<file path="src/rtl/uart_rx_edge_sampler.sv">
// UART RX oversampling front end: edge/bit counters and centre-of-bit sampler.
// Define RX_SAMPLE_MAJ3_EN for a 3-sample majority vote around the bit centre.
module uart_rx_edge_sampler #(
  parameter int  PRESCALE = 8,
  localparam int EW       = $clog2(PRESCALE)
) (
  input  logic          CLK,
  input  logic          RST,
  input  logic          RX_IN,
  input  logic          enable,
  input  logic          dat_samp_en,
  output logic [EW-1:0] edge_cnt,
  output logic [3:0]    bit_cnt,
  output logic          sampled_bit,
  output logic          sample_valid
);

  localparam int HALF = PRESCALE / 2;

  localparam logic [EW-1:0] LAST = EW'(PRESCALE - 1);
  localparam logic [EW-1:0] PT_M = EW'(HALF);

  logic wrap;
  logic at_m;
  logic cap;
  logic vote;

  assign wrap = (edge_cnt == LAST);
  assign at_m = (edge_cnt == PT_M);
  assign cap  = enable & dat_samp_en;

  // Edge index within the current bit; wraps every PRESCALE clocks
  always_ff @(posedge CLK or negedge RST) begin
    if (!RST) begin
      edge_cnt <= '0;
    end else if (!enable) begin
      edge_cnt <= '0;
    end else if (wrap) begin
      edge_cnt <= '0;
    end else begin
      edge_cnt <= edge_cnt + EW'(1);
    end
  end

  // Bit index within the frame; steps on the edge wrap, saturates at 15
  always_ff @(posedge CLK or negedge RST) begin
    if (!RST) begin
      bit_cnt <= 4'd0;
    end else if (!enable) begin
      bit_cnt <= 4'd0;
    end else if (wrap && (bit_cnt != 4'd15)) begin
      bit_cnt <= bit_cnt + 4'd1;
    end
  end

`ifdef RX_SAMPLE_MAJ3_EN
  localparam logic [EW-1:0] PT_A = EW'(HALF - 2);
  localparam logic [EW-1:0] PT_B = EW'(HALF - 1);

  logic s0;
  logic s1;

  // Early samples ahead of the centre; dropped when the frame aborts
  always_ff @(posedge CLK or negedge RST) begin
    if (!RST) begin
      s0 <= 1'b1;
      s1 <= 1'b1;
    end else if (!enable) begin
      s0 <= 1'b1;
      s1 <= 1'b1;
    end else if (dat_samp_en) begin
      if (edge_cnt == PT_A) s0 <= RX_IN;
      if (edge_cnt == PT_B) s1 <= RX_IN;
    end
  end

  assign vote = (s0 & s1) | (s0 & RX_IN) | (s1 & RX_IN);
`else
  assign vote = RX_IN;
`endif

  // Recovered bit, updated only at the centre edge when capture is allowed
  always_ff @(posedge CLK or negedge RST) begin
    if (!RST) begin
      sampled_bit <= 1'b1;
    end else if (cap && at_m) begin
      sampled_bit <= vote;
    end
  end

  // One-cycle strobe accompanying each sampled_bit update
  always_ff @(posedge CLK or negedge RST) begin
    if (!RST) begin
      sample_valid <= 1'b0;
    end else begin
      sample_valid <= cap && at_m;
    end
  end

endmodule
</file>
<file path="config.mk">
export PLATFORM = sky130hd
export DESIGN_NAME = uart_rx_edge_sampler
export DESIGN_NICKNAME = d
export VERILOG_FILES = /design/src/rtl/uart_rx_edge_sampler.sv
export SDC_FILE = /design/constraint.sdc
export NUM_CORES = 1
export LEC_CHECK = 0
export CAP_MARGIN = 25
export CORE_AREA = 2 2 39 41
export CTS_BUF_LIST = sky130_fd_sc_hd__clkbuf_4
export DETAILED_ROUTE_END_ITERATION = 16
export DIE_AREA = 0 0 41 43
export PLACE_DENSITY_LB_ADDON = 0.25
export SLEW_MARGIN = 20
export SYNTH_ARGS = -nofsm -noshare
export SYNTH_HDL_FRONTEND = slang
export SYNTH_SLANG_ARGS = --single-unit
</file>
<file path="constraint.sdc">
create_clock -name CLK -period 3.45 [get_ports CLK]
set_input_delay 0.69 -clock CLK [delete_from_list [all_inputs] [get_ports CLK]]
set_output_delay 0.69 -clock CLK [all_outputs]
set_load 0.05 [all_outputs]
</file>
==> run metrics <==
slew of the pin with the lowest slew margin 0.494 ns; total negative slack for setup checks 0 ns; share of Yosys cell area claimed by the top area cell type 46.6%; gate count after technology mapping 37; achievable clock frequency 442 MHz; post-layout total power 0.251 mW; Yosys reg bits 9; number of rows in the core area 14; core outline area 1380 um2; clock net sink count 9; Iter 0 DRT Violations 3; part of the Yosys area used for sequential elements 52.8%; post-cts gate resize count 0; minimum hold slack 0.489 ns; Area Growth Syn to Fin 40.8%; Post-Route WL 743 um; IR drop worst, VDD 0.000214 V; antenna-violating nets left 0; worst-path cell chain clkdlybuf4s50_1; power dissipated by switching net loads 0.0671 mW; First-pass DRT Iterations 3; clock-pin slew reported for the worst setup and hold paths after clock tree synthesis 0.06 ns; Final Max Tran Viols 0; Internal Pwr Total 0.184 mW; cell type group with the largest total delay on the critical path buffers and inverters; maximum clock insertion buffer count 2; starting density of the core 31.0%; total CTS buffers 3; Period minus WS final 2.26 ns; global-route wire length before repair 1260 um; CP Depth 1; clock tree from TritonCTS built; number of placed instances with taps included 65; largest area contributor in the netlist sky130_fd_sc_hd__dfrtp_1; type of destination of the critical path primary output; via density per instance 4.59; Max Cap Viol 0; area of the die 1760 um2; count of vias placed by the detailed router 317; remaining routing DRC violations 0; final standard cell count with taps included and fillers excluded 69; Sw Ratio 26.7%; number of buffers inserted for hold repair after clock tree synthesis 0; WP data required 2.76 ns; count of endpoints failing hold in the final timing report 0; antenna violations before repair 0; detailed-route wire length per cell 10.8 um; gp weighted congestion 0.680; setup repair after global routing missed its margin false; worst-case clock skew 0.00842 ns; Yosys warning total 0; signal arrival time at the worst endpoint 1.57 ns; count of distinct cell types in the synthesized netlist 19; vertical die dimension 43 um; CP Launch Type flop; Post-CTS Setup Inserts 0; library cell used as clock root buffer sky130_fd_sc_hd__clkbuf_4; mean area per synthesized cell 11.6 um2; Remaining Overflow, GRT 0; worst stage delay on the critical path 0.79 ns; final clock period utilization by the worst path 65.6%; PwrDens 416 nW/um2; IO buf count 13; power share of the sequential group 46.5%; Total Routing Usage GR 11.5%; share of layout cells above drive strength 1 13.2%; critical path type flop to primary output; buffer and inverter count on the worst path 1; Final Setup Violations 0; Worst path slowest cell sky130_fd_sc_hd__clkdlybuf4s50_1; clock latency on the worst-skew pair 0.26 ns; cell area after synthesis 429 um2; post-synthesis net count 46; top area cells in the synthesized netlist sky130_fd_sc_hd__dfrtp_1 (47%), sky130_fd_sc_hd__ha_1 (12%), sky130_fd_sc_hd__dfstp_2 (6.1%), sky130_fd_sc_hd__mux2i_1 (4.7%), sky130_fd_sc_hd__nand2_1 (3.5%); I/O pin cnt 14; class of the tightest hold or removal check flop to flop; Antenna Diode Count 0; floorplan die width 41 um; outcome finished, final reports clean; Clock H-tree levels 1; maximum number of pins on one net before global-route repair 12; leakage power of the design 0.271 nW; depth of the worst register-to-register path 5; relative max-transition margin 67.0%; combinational share of power 19.3%; NumNets Final 63; clock power share 34.2%; number of global-route vias before repair 287; CP Max Fanout 2; cell depth of the worst min-delay path 1
-- cell type report --
| type | instances | area [um2] |
|---|---|---|
| sequential | 9 | 226 |
| clock buffer | 4 | 30.0 |
| inverter | 3 | 11.3 |
| timing repair buffer | 13 | 130 |
| multi-input combinational | 24 | 186 |
| tap | 16 | 20.0 |
| fill | 148 | 779 |
-- per-stage QoR --
stage / cell area, um2 / worst slack [ns] / utilization, %
floorplan: 429 / 1.79 / -
CTS: 604 / 1.17 / 43.7
global placement: 574 / 1.44 / 41.5
finish: 604 / 1.19 / 43.7
detailed placement: 574 / 1.43 / 41.5
global route: 604 / 1.14 / 43.7
-- synthesized netlist by cell type --
master / n
sky130_fd_sc_hd__and4b_2: 1
sky130_fd_sc_hd__ha_1: 4
sky130_fd_sc_hd__dfstp_2: 1
sky130_fd_sc_hd__nor3b_1: 1
sky130_fd_sc_hd__a31oi_1: 2
sky130_fd_sc_hd__mux2i_1: 2
sky130_fd_sc_hd__o21ai_0: 1
sky130_fd_sc_hd__inv_1: 3
sky130_fd_sc_hd__a21oi_1: 1
sky130_fd_sc_hd__nor2b_1: 1
sky130_fd_sc_hd__clkbuf_2: 1
sky130_fd_sc_hd__nand2_1: 4
sky130_fd_sc_hd__and2_1: 2
sky130_fd_sc_hd__and4_1: 1
sky130_fd_sc_hd__nand4_1: 1
sky130_fd_sc_hd__dfrtp_1: 8
sky130_fd_sc_hd__nand2b_1: 1
sky130_fd_sc_hd__or3b_1: 1
sky130_fd_sc_hd__mux2_2: 1
-- logic make-up after synthesis --
logic type	count (synthesis)	share of synthesized area, %
simple gates	13	19.2
mux	3	7.29
buf+inv	4	3.79
fa+ha+maj	4	11.7
flops	9	52.8
compound gates	4	5.25
-- path summary, 6_finish.rpt --
| path | from | endpoint | slack, ns |
|---|---|---|---|
| max in group asynchronous | RST | sampled_bit | 2.42 |
| worst min-delay path | edge_cnt[0] | edge_cnt[0] | 0.49 |
| worst max register to register | edge_cnt[0] | bit_cnt[0] | 2.06 |
| worst max-delay path | sampled_bit | sampled_bit | 1.19 |
| worst min register to register | edge_cnt[0] | edge_cnt[0] | 0.49 |
| min in group asynchronous | RST | bit_cnt[2] | 0.72 |
-- layer usage --
layer  routed length, um  track usage, %  part of all wire, %
met5                   0               0                    0
met4                   8            6.00                  1.1
met2                 352            13.4                   47
met1                 318            15.1                   43
met3                  64            8.38                  8.6
-- power groups by stage --
stage          clock network [mW]  logic [mW]  registers (mW)
2_1_floorplan                   0     0.00902           0.140
3_3_place_gp                    0      0.0486           0.119
3_5_place_dp                    0      0.0493           0.119
4_1_cts                    0.0905      0.0494           0.117
5_1_grt                    0.0935      0.0527           0.118
6_report                   0.0861      0.0485           0.117
-- sequential cells by signal, indices dropped and copies added, names as in the netlist --
signal,flops
sampled_bit,1
edge_cnt,3
sample_valid,1
bit_cnt,4
-- placed cells by master, fill, tap and decap left out --
master,synthesis,final
sky130_fd_sc_hd__a21oi_1,1,1
sky130_fd_sc_hd__a31oi_1,2,2
sky130_fd_sc_hd__and2_1,2,2
sky130_fd_sc_hd__and4_1,1,1
sky130_fd_sc_hd__and4b_2,1,1
sky130_fd_sc_hd__clkbuf_4,0,4
sky130_fd_sc_hd__clkdlybuf4s50_1,0,13
sky130_fd_sc_hd__dfrtp_1,8,8
sky130_fd_sc_hd__dfstp_2,1,1
sky130_fd_sc_hd__ha_1,4,4
sky130_fd_sc_hd__inv_1,3,3
sky130_fd_sc_hd__mux2_2,1,1
sky130_fd_sc_hd__mux2i_1,2,2
sky130_fd_sc_hd__nand2_1,4,4
sky130_fd_sc_hd__nand2b_1,1,1
sky130_fd_sc_hd__nand4_1,1,1
sky130_fd_sc_hd__nor2b_1,1,1
sky130_fd_sc_hd__nor3b_1,1,1
sky130_fd_sc_hd__o21ai_0,1,1
sky130_fd_sc_hd__or3b_1,1,1
Power figures use the tool's default switching activity.
